[src/rtl/data_mem_arbiter_pkg.sv]
// Shared types for the data memory arbiter: access modes, FSM states and the latched request.
// Used by every file of the block; DATA_MEM_ARB_CPU_PRIORITY_EN only affects rr_arbiter2.
package data_mem_pkg;

    localparam int unsigned REQ_ADDR_W = 16;
    localparam int unsigned REQ_DATA_W = 16;

    localparam logic [1:0] MODE_WORD = 2'd0;
    localparam logic [1:0] MODE_BYTE = 2'd1;

    typedef enum logic [1:0] {
        IDLE   = 2'd0,
        ACCESS = 2'd1,
        RESP   = 2'd2
    } state_e;

    typedef struct packed {
        logic                  we;
        logic [1:0]            mode;
        logic [REQ_ADDR_W-1:0] addr;
        logic [REQ_DATA_W-1:0] wdata;
    } req_t;

    // Word accesses may not straddle the last byte; there is no wrap to address 0.
    function automatic logic req_legal(input req_t r, input int unsigned mem_bytes);
        logic [31:0] a;
        a = 32'(r.addr);
        if (r.mode > MODE_BYTE) begin
            return 1'b0;
        end
        if (a >= mem_bytes) begin
            return 1'b0;
        end
        if ((r.mode == MODE_WORD) && (a == mem_bytes - 1)) begin
            return 1'b0;
        end
        return 1'b1;
    endfunction

endpackage

[src/rtl/data_mem_arbiter_if.sv]
// One requester port of the data memory arbiter (request fields plus ack/rdata/err response).
// The master modport is the requester, the slave modport is the arbiter.
interface data_mem_arbiter_if #(
    parameter int unsigned ADDR_W = 16,
    parameter int unsigned DATA_W = 16
);
    logic              req;
    logic              we;
    logic [1:0]        mode;
    logic [ADDR_W-1:0] addr;
    logic [DATA_W-1:0] wdata;
    logic              ack;
    logic [DATA_W-1:0] rdata;
    logic              err;

    modport master (
        output req, we, mode, addr, wdata,
        input  ack, rdata, err
    );

    modport slave (
        input  req, we, mode, addr, wdata,
        output ack, rdata, err
    );

endinterface

[src/rtl/data_mem_arbiter_rr_arbiter2.sv]
// Two-input picker: round-robin with the pointer moved on grant, or fixed port-0 priority
// when DATA_MEM_ARB_CPU_PRIORITY_EN is defined.
module rr_arbiter2 (
    input  logic       clk,
    input  logic       rst_n,
    input  logic [1:0] i_req,
    input  logic       i_take,
    output logic       o_valid,
    output logic       o_gnt_id
);

    assign o_valid = |i_req;

`ifdef DATA_MEM_ARB_CPU_PRIORITY_EN

    logic w_unused;
    assign w_unused = clk ^ rst_n ^ i_take;

    assign o_gnt_id = ~i_req[0];

`else

    // r_prio names the port that wins a tie; it flips away from whoever was granted.
    logic r_prio;

    always_comb begin
        o_gnt_id = 1'b0;
        unique case (i_req)
            2'b01:   o_gnt_id = 1'b0;
            2'b10:   o_gnt_id = 1'b1;
            2'b11:   o_gnt_id = r_prio;
            default: o_gnt_id = 1'b0;
        endcase
    end

    always_ff @(posedge clk) begin
        if (!rst_n) begin
            r_prio <= 1'b0;
        end else if (i_take && o_valid) begin
            r_prio <= ~o_gnt_id;
        end
    end

`endif

endmodule

[src/rtl/data_mem_arbiter.sv]
// Two-port data memory arbiter: grant, one-cycle memory access, registered response.
// Define DATA_MEM_ARB_CPU_PRIORITY_EN for fixed port-0 priority instead of round-robin.
module data_mem_arbiter
    import data_mem_pkg::*;
#(
    parameter int unsigned MEM_BYTES = 2048,
    parameter int unsigned ADDR_W    = REQ_ADDR_W,
    parameter int unsigned DATA_W    = REQ_DATA_W
) (
    input  logic              clk,
    input  logic              rst_n,
    data_mem_arbiter_if.slave p0,
    data_mem_arbiter_if.slave p1,
    output logic              mem_rd,
    output logic              mem_wn,
    output logic [ADDR_W-1:0] mem_address,
    output logic [1:0]        mem_mode,
    output logic [DATA_W-1:0] mem_write_data,
    input  logic [DATA_W-1:0] mem_read_data,
    output logic              busy,
    output logic              grant_id
);

    state_e            r_state;
    state_e            w_state_next;
    req_t              r_req;
    req_t              w_sel_req;
    logic              r_err;
    logic              r_gnt_id;
    logic              r_mem_rd;
    logic              r_mem_wn;
    logic [1:0]        r_ack;
    logic [DATA_W-1:0] r_rdata;
    logic              r_err_out;
    logic              w_mem_rd_next;
    logic              w_mem_wn_next;
    logic [1:0]        w_ack_next;
    logic [DATA_W-1:0] w_rdata_next;
    logic              w_err_out_next;
    logic [1:0]        w_req;
    logic              w_arb_valid;
    logic              w_arb_id;
    logic              w_grant;
    logic              w_legal;

    // A port whose ack is showing still holds req this cycle; keep it from being re-granted.
    assign w_req = {p1.req & ~r_ack[1], p0.req & ~r_ack[0]};

    rr_arbiter2 u_arb (
        .clk      (clk),
        .rst_n    (rst_n),
        .i_req    (w_req),
        .i_take   (w_grant),
        .o_valid  (w_arb_valid),
        .o_gnt_id (w_arb_id)
    );

    assign w_grant = (r_state == IDLE) && w_arb_valid;

    always_comb begin
        if (w_arb_id) begin
            w_sel_req.we    = p1.we;
            w_sel_req.mode  = p1.mode;
            w_sel_req.addr  = p1.addr;
            w_sel_req.wdata = p1.wdata;
        end else begin
            w_sel_req.we    = p0.we;
            w_sel_req.mode  = p0.mode;
            w_sel_req.addr  = p0.addr;
            w_sel_req.wdata = p0.wdata;
        end
    end

    assign w_legal = req_legal(w_sel_req, MEM_BYTES);

    always_ff @(posedge clk) begin
        if (!rst_n) begin
            r_state <= IDLE;
        end else begin
            r_state <= w_state_next;
        end
    end

    always_comb begin
        w_state_next = r_state;
        unique case (r_state)
            IDLE: begin
                if (w_arb_valid) begin
                    w_state_next = w_legal ? ACCESS : RESP;
                end
            end
            ACCESS:  w_state_next = RESP;
            RESP:    w_state_next = IDLE;
            default: w_state_next = IDLE;
        endcase
    end

    // Next values for the registered outputs, so memory pins and responses come from flops.
    always_comb begin
        w_mem_rd_next  = 1'b0;
        w_mem_wn_next  = 1'b0;
        w_ack_next     = 2'b00;
        w_rdata_next   = '0;
        w_err_out_next = 1'b0;
        unique case (r_state)
            IDLE: begin
                if (w_arb_valid && w_legal) begin
                    w_mem_rd_next = ~w_sel_req.we;
                    w_mem_wn_next = w_sel_req.we;
                end
            end
            RESP: begin
                w_ack_next[r_gnt_id] = 1'b1;
                w_err_out_next       = r_err;
                if (!r_err && !r_req.we) begin
                    if (r_req.mode == MODE_BYTE) begin
                        w_rdata_next = {{(DATA_W-8){1'b0}}, mem_read_data[7:0]};
                    end else begin
                        w_rdata_next = mem_read_data;
                    end
                end
            end
            default: begin
            end
        endcase
    end

    always_ff @(posedge clk) begin
        if (!rst_n) begin
            r_req     <= '0;
            r_err     <= 1'b0;
            r_gnt_id  <= 1'b0;
            r_mem_rd  <= 1'b0;
            r_mem_wn  <= 1'b0;
            r_ack     <= 2'b00;
            r_rdata   <= '0;
            r_err_out <= 1'b0;
        end else begin
            if (w_grant) begin
                r_req    <= w_sel_req;
                r_err    <= ~w_legal;
                r_gnt_id <= w_arb_id;
            end
            r_mem_rd  <= w_mem_rd_next;
            r_mem_wn  <= w_mem_wn_next;
            r_ack     <= w_ack_next;
            r_rdata   <= w_rdata_next;
            r_err_out <= w_err_out_next;
        end
    end

    assign mem_rd         = r_mem_rd;
    assign mem_wn         = r_mem_wn;
    assign mem_address    = r_req.addr;
    assign mem_mode       = r_req.mode;
    assign mem_write_data = r_req.wdata;
    assign busy           = (r_state != IDLE);
    assign grant_id       = r_gnt_id;

    assign p0.ack   = r_ack[0];
    assign p0.rdata = r_ack[0] ? r_rdata : '0;
    assign p0.err   = r_ack[0] & r_err_out;
    assign p1.ack   = r_ack[1];
    assign p1.rdata = r_ack[1] ? r_rdata : '0;
    assign p1.err   = r_ack[1] & r_err_out;

endmodule

[src/flat_wrapper.sv]
// flat-port wrapper written by rule: the top's interface ports become plain ports
module data_mem_arbiter_flat import data_mem_pkg::*;
#(
    parameter int unsigned MEM_BYTES = 2048,
    parameter int unsigned ADDR_W    = REQ_ADDR_W,
    parameter int unsigned DATA_W    = REQ_DATA_W
)
  (clk, rst_n, mem_rd, mem_wn, mem_address, mem_mode, mem_write_data, mem_read_data, busy, grant_id, p0_req, p0_we, p0_mode, p0_addr, p0_wdata, p0_ack, p0_rdata, p0_err, p1_req, p1_we, p1_mode, p1_addr, p1_wdata, p1_ack, p1_rdata, p1_err);
  data_mem_arbiter_if #(.ADDR_W(ADDR_W), .DATA_W(DATA_W)) p0_i ();
  data_mem_arbiter_if #(.ADDR_W(ADDR_W), .DATA_W(DATA_W)) p1_i ();
  input  logic clk;
  input  logic rst_n;
  output logic mem_rd;
  output logic mem_wn;
  output logic [ADDR_W-1:0] mem_address;
  output logic [1:0] mem_mode;
  output logic [DATA_W-1:0] mem_write_data;
  input  logic [DATA_W-1:0] mem_read_data;
  output logic busy;
  output logic grant_id;
  input wire logic [$bits(p0_i.req)-1:0] p0_req;
  input wire logic [$bits(p0_i.we)-1:0] p0_we;
  input wire logic [$bits(p0_i.mode)-1:0] p0_mode;
  input wire logic [$bits(p0_i.addr)-1:0] p0_addr;
  input wire logic [$bits(p0_i.wdata)-1:0] p0_wdata;
  output wire logic [$bits(p0_i.ack)-1:0] p0_ack;
  output wire logic [$bits(p0_i.rdata)-1:0] p0_rdata;
  output wire logic [$bits(p0_i.err)-1:0] p0_err;
  input wire logic [$bits(p1_i.req)-1:0] p1_req;
  input wire logic [$bits(p1_i.we)-1:0] p1_we;
  input wire logic [$bits(p1_i.mode)-1:0] p1_mode;
  input wire logic [$bits(p1_i.addr)-1:0] p1_addr;
  input wire logic [$bits(p1_i.wdata)-1:0] p1_wdata;
  output wire logic [$bits(p1_i.ack)-1:0] p1_ack;
  output wire logic [$bits(p1_i.rdata)-1:0] p1_rdata;
  output wire logic [$bits(p1_i.err)-1:0] p1_err;
  assign p0_i.req = p0_req;
  assign p0_i.we = p0_we;
  assign p0_i.mode = p0_mode;
  assign p0_i.addr = p0_addr;
  assign p0_i.wdata = p0_wdata;
  assign p0_ack = p0_i.ack;
  assign p0_rdata = p0_i.rdata;
  assign p0_err = p0_i.err;
  assign p1_i.req = p1_req;
  assign p1_i.we = p1_we;
  assign p1_i.mode = p1_mode;
  assign p1_i.addr = p1_addr;
  assign p1_i.wdata = p1_wdata;
  assign p1_ack = p1_i.ack;
  assign p1_rdata = p1_i.rdata;
  assign p1_err = p1_i.err;
  data_mem_arbiter #(.MEM_BYTES(MEM_BYTES), .ADDR_W(ADDR_W), .DATA_W(DATA_W)) u_core (.clk(clk), .rst_n(rst_n), .p0(p0_i), .p1(p1_i), .mem_rd(mem_rd), .mem_wn(mem_wn), .mem_address(mem_address), .mem_mode(mem_mode), .mem_write_data(mem_write_data), .mem_read_data(mem_read_data), .busy(busy), .grant_id(grant_id));
endmodule
[config.mk]
export PLATFORM = sky130hd
export DESIGN_NAME = data_mem_arbiter_flat
export DESIGN_NICKNAME = d
export VERILOG_FILES = /design/src/rtl/data_mem_arbiter_pkg.sv /design/src/rtl/data_mem_arbiter_if.sv /design/src/rtl/data_mem_arbiter_rr_arbiter2.sv /design/src/rtl/data_mem_arbiter.sv /design/src/flat_wrapper.sv
export SDC_FILE = /design/constraint.sdc
export NUM_CORES = 1
export LEC_CHECK = 0
export ABC_AREA = 1
export BUFFER_PORTS_ARGS = -buffer_cell sky130_fd_sc_hd__buf_2
export CORE_AREA = 2 2 122 65
export CTS_BUF_LIST = sky130_fd_sc_hd__clkbuf_16
export CTS_CLUSTER_SIZE = 24
export DETAILED_ROUTE_END_ITERATION = 6
export DIE_AREA = 0 0 124 67
export PLACE_DENSITY = 0.79
export SLEW_MARGIN = 10
export SYNTH_ARGS = -nofsm -noshare
export SYNTH_HDL_FRONTEND = slang
export SYNTH_SLANG_ARGS = --single-unit
[constraint.sdc]
create_clock -name clk -period 1.7 [get_ports clk]
set_input_delay 0.085 -clock clk [delete_from_list [all_inputs] [get_ports clk]]
set_output_delay 0.085 -clock clk [all_outputs]
set_load 0.02 [all_outputs]
## Word-level counts from Yosys, hierarchy flattened

Cells that the tools add are included.

- Word-level logic and storage cells: 74
- Register bits after elaboration: 61

- Multiplexer cells: 21
- Order comparisons: 4
- Bitwise logic cells: 12
- Equality and inequality tests: 7
- Reductions and logical operators: 16

Operators by type and width:

| operator | number |
|---|---|
| $mux W35 | 1 |
| $mux W16 | 2 |
| $eq A16 B11 Y1 const B | 1 |
| $ge A16 B12 Y1 const B | 1 |
| $mux W1 | 13 |
| $not A1 Y1 | 8 |
| $eq A2 B2 Y1 const B | 3 |
| $logic_and A1 B1 Y1 | 6 |
| $reduce_and A3 Y1 | 2 |
| $and A1 B1 Y1 | 4 |
| $eq A2 B1 Y1 const B | 2 |
| $logic_not A2 Y1 | 2 |
| $mux W2 | 2 |
| $pmux W2 S2 | 1 |
| $reduce_or A4 Y1 | 1 |
| $gt A2 B1 Y1 const B | 1 |
| $logic_not A1 Y1 | 2 |
| $lt A1 B2 Y1 const B | 1 |
| $ne A2 B2 Y1 const B | 1 |
| $pmux W1 S2 | 1 |
| $reduce_and A2 Y1 | 1 |
| $reduce_bool A2 Y1 | 1 |
| $reduce_or A2 Y1 | 1 |
| $demux W1 S1 | 1 |
| $ge A1 B1 Y1 const B | 1 |

## Depth between registers and ports, before layout

- Depth in word-level cells: 16
- Depth in mapped cells: 13

## Hierarchy

Synthesis repeated with hierarchy kept, for this count alone.

- Cells, all modules: 449
- Area total of the unflattened synthesis: 3,024.2 µm²

Modules (own cells, without submodules):

| module | area each (µm²) | cells an instance | instances |
|---|---|---|---|
| data_mem_arbiter | 2,961.6 | 440 | 1 |
| rr_arbiter2 | 62.6 | 9 | 1 |

## Worst setup path before layout

OpenSTA, ideal clock, no wires.

- Path type: reg2reg
- Start point: reg u_core.r_ack[0]
- End point: reg u_core.r_err
- Required time: 1.587 ns
- Path slack: 0.080 ns
- Clock period less this slack: 1.620 ns
- Data arrival time: 1.507 ns
- Library setup time: 0.113 ns
- Cell stages (with the launch flop): 14
- Cell sequence: dfxtp_1 buf_6 inv_4 nand3_4 nand2_8 buf_6 nand2_1 nand2_1 nor2_1 nand2_1 nor2_1 nand2_1 o21ai_1 inv_1

- Word-level cells in the longest chain between the ends: 14
- Elaborated cells on any way between the ends: 25
- Classes of those cells: order compare: 2; eq/ne: 3; mux: 13; bitwise: 3; reduce/logical: 4

Ends and longest elaborated chain:

| what | line | RTL |
|---|---|---|
| start, declared | data_mem_arbiter.sv:32 | `logic [1:0] r_ack;` |
| start signal, assigned | data_mem_arbiter.sv:146 | `r_ack <= w_ack_next;` |
| $not A1 Y1 * | data_mem_arbiter.sv:47 | `assign w_req = {p1.req & ~r_ack[1], p0.req & ~r_ack[0]};` |
| $and A1 B1 Y1 * | data_mem_arbiter.sv:47 |  |
| branches (longest 12 deep; another with $ge A16 B12 Y1) | n/a |  |
| end signal, assigned | data_mem_arbiter.sv:141 | `r_err <= ~w_legal;` |
| end, declared | data_mem_arbiter.sv:28 | `logic r_err;` |

Mark *: on every way between the ends. The select of a mux whose other input is x is not followed.
A chain may end at the register's enable or synchronous reset.

## Final worst setup path

- Start point: reg u_core.u_arb.r_prio
- End point: reg u_core.r_mem_rd, in the netlist u_core.mem_rd

- Word-level cells in the longest chain between the ends: 12
- Elaborated cells on any way between the ends: 21
- Classes of those cells: order compare: 2; eq/ne: 1; mux: 13; bitwise: 1; reduce/logical: 4

Ends and longest elaborated chain:

| what | line | RTL |
|---|---|---|
| start, declared | data_mem_arbiter_rr_arbiter2.sv:24 | `logic r_prio;` |
| start signal, assigned | data_mem_arbiter_rr_arbiter2.sv:40 | `r_prio <= ~o_gnt_id;` |
| $pmux W1 S2 * | data_mem_arbiter_rr_arbiter2.sv:28 | `unique case (i_req)` |
| $mux W35 * | data_mem_arbiter.sv:61 | `if (w_arb_id) begin` |
| branches (longest 10 deep; another with $ge A16 B12 Y1) | n/a |  |
| end signal, assigned | data_mem_arbiter.sv:144 | `r_mem_rd <= w_mem_rd_next;` |
| end, declared | data_mem_arbiter.sv:30 | `logic r_mem_rd;` |

Marked as above.

==> results.toml <==
[routing]
drtIter0Drc = 173
via_count = 3323
dr.pass1.iters = 5
routedWlPerCell_um = 12.0
final_antenna_net_count = 0
routed_via_density = 4.58
routed_wl_mm = 8.70
drc = 0

[critical_path]
worstSetupPathType = "flop to flop"
r2r_end = "u_core.mem_rd"
start_kind = "flop"
worstPathArrival_ns = 1.80
r2r_setup_slack_ns = 0.15
cp_max_fo = 21
crit_path_end_kind = "flop"
r2r_cells = 11
cp.required_ns = 1.95
r2r-start = "u_core.u_arb.r_prio"

[synthesis]
yosysTopAreaCell = "dfxtp_1"
ys_types = 26
synth_warnings = 0
avgSynthCellArea_um2 = 6.65
synth_nets = 572
synth_top_cell_area_share = 0.381
syn_area_mm2 = 0.00321
yosysSeqAreaShare = 0.381
synth_area_leaders = "dfxtp_1 38%, nand2_1 14%, inv_1 12%"
synthCells = 482
ys_seq_elements = 61

[clocking]
cts_tree = "done"
cts.htree.levels = 3
clock-root-buffer = "clkbuf_16"
cts_setup_buffers = 0
clock-sinks = 61
cts_made_buffers = 9
clkLatencyLatePin_ns = 0.32
clk_pin_slew_worst_paths_ns = 0.05
cts_buffer_depth = 2

[power]
p_int_mw = 2.86
p_clk_frac = 0.377
power_switching_mw = 1.22
switching_share = 0.298
power.total_mw = 4.07
p_leak_nw = 2.77
p_seq_frac = 0.401
powerDensity_mw_per_mm2 = 958
comb_power_share = 0.222
ir_drop_mv = 0.563

[hold_path]
hp-class = "input port to flop"
min_from = "p1_we"
holdPathEnd = "u_core.mem_rd"
holdPathStages = 4

[sta]
period_share = 0.911
relSlewSlack = 0.619
fin_tns_setup_ns = 0
clock.fmax_ghz = 0.646
skew_ns = 0.00423
finalMaxSlewViolations = 0
final_hold_viol_count = 0
worst_pin_slew_ns = 0.568
min_period_ns = 1.55
setup_viol = 0
rsz0062_at_grt = "false"

[job]
maxCapViolCount = 0

[placement]
port_buffers = 163
dp_cells = 695
dp_hpwl_mm = 6.23
place.gp.congestion = 0.937

[grt]
grt_pass1_vias = 2992
globalRouteTotalUtil = 0.212
grt_max_degree = 57
grt-ovfl-total = 0
grt_pass1_wl_mm = 13.3
antenna_found_initial = 0

[finish]
final_cells = 726
drive_gt1_frac = 0.308
multiInputGateArea_mm2 = 0.00120
nets = 716
regArea_mm2 = 0.00122
antennaDiodeCount = 0
fillers = 676
area_delta_synth_final_pct = 32.7

[floorplanning]
pin_count = 164
start_util = 0.448
die_h_um = 67
chipWidth_um = 124
dieArea_mm2 = 0.00831
rows = 22
coreArea_mm2 = 0.00716

[run_status]
status = "complete, no violations"
metal layers:
metal,part of all wire,vias to the layer above,GRT usage
li1,-,1689,-
met5,0,-,0
met2,0.46,162,0.374
met1,0.42,1462,0.239
met4,0.011,0,0.0562
met3,0.11,10,0.0873
worst max-delay path, cell delays in order, from the launching register on:
cell     delay (ns)
dfxtp_1        0.31
inv_1          0.09
nand3_4        0.11
nand2_8        0.16
inv_4          0.08
nand2_1        0.06
nand2_1        0.06
nor2_1         0.13
nand2_1        0.07
nor2_1         0.12
nand4_1        0.17
nor2_1         0.13
cell usage in the layout (no fill, tap or decap), drive strengths merged:
cell	netlist	layout
buf	50	173
nand2	120	120
inv	103	105
nor2	61	61
dfxtp	61	61
nand3	29	29
o21ai	21	21
o211ai	20	20
dlygate4sd3	0	16
clkbuf	6	9
clkinv	0	4
a21oi	3	3
or2	3	3
nor3	2	2
nand3b	1	1
nand4	1	1
a211oi	1	1
cell usage after synthesis:
library cell,n
nor2_8,1
a211oi_1,1
nand3_1,28
o21ai_0,16
buf_1,1
dfxtp_1,61
nand4_1,1
nand3b_1,1
inv_1,100
nand2_1,119
o21ai_2,2
nand2_8,1
a21oi_1,3
or2_2,1
nor3_1,2
inv_4,2
o21ai_1,3
inv_2,1
buf_4,37
clkbuf_1,6
nand3_4,1
buf_2,7
o211ai_1,20
buf_6,5
nor2_1,60
or2_1,2
how the worst max path moves through the flow:
stage | startpoint | end | slack, ns | cells after the start
6_report | u_core.u_arb.r_prio | u_core.mem_rd | 0.15 | 11
3_5_place_dp | u_core.r_ack[1] | u_core.r_state[1] | 0.15 | 10
3_3_place_gp | u_core.r_ack[1] | u_core.r_state[1] | 0.20 | 10
5_1_grt | u_core.u_arb.r_prio | u_core.r_err | 0.00006 | 12
2_1_floorplan | u_core.r_ack[0] | u_core.r_err | 0.08 | 13
4_1_cts | u_core.r_ack[1] | u_core.r_state[1] | 0.11 | 10
cells by family (layout without fill, tap and decap cells):
logic type,count (synthesis),after routing,share of synthesized area
flops,61,61,0.381
compound gates,45,45,0.0890
buf+inv,159,307,0.246
simple gates,217,217,0.285
stage by stage:
| stage | area [µm²] | worst slack, ns | hold slack (ns) | util |
|---|---|---|---|---|
| final | 4250 | 0.152 | 0.0576 | 0.594 |
| after global routing | 4250 | 0.0000606 | 0.0559 | 0.594 |
| after CTS | 4240 | 0.106 | 0.0478 | 0.593 |
| after detailed placement | 3830 | 0.148 | 0.308 | 0.536 |
| after global placement | 3830 | 0.196 | 0.302 | 0.536 |
| after floorplan | 3210 | 0.0796 | 0.197 | - |
registers in the layout, summed over array words and instances (netlist names):
signal and cells:
u_core.r_err 1, u_core.r_rdata 16, u_core.u_arb.r_prio 1, u_core.mem_wn 1, u_core.r_req 1, u_core.r_err_out 1, u_core.r_state 2, u_core.mem_address 16
u_core.mem_write_data 16, u_core.r_ack 2, u_core.mem_rd 1, u_core.grant_id 1, u_core.mem_mode 2
cell type report:
| cell class | count | share of cell area |
|---|---|---|
| clock buffers | 9 | 0.0530 |
| inverters | 103 | 0.0921 |
| flip-flops and latches | 61 | 0.287 |
| well taps | 96 | 0.0282 |
| multi-input cells | 262 | 0.282 |
| clock inverters | 6 | 0.00588 |
| repair buffers | 189 | 0.252 |
what timing repair did:
item                                   in CTS  in global routing
gates resized for setup                     0                  3
setup endpoints to repair                   0                  4
endpoints found under the hold margin      16                  0
hold buffers                               16                  0
power by group through the flow:
stage / Clock, mW / Combinational, mW / Sequential [mW]
floorplan: 0 / 0.704 / 1.64
global placement: 0 / 0.854 / 1.65
detailed placement: 0 / 0.870 / 1.66
CTS: 1.58 / 0.900 / 1.63
global route: 1.65 / 1.00 / 1.65
finish: 1.54 / 0.905 / 1.63
(Power assumes the default switching activity.)
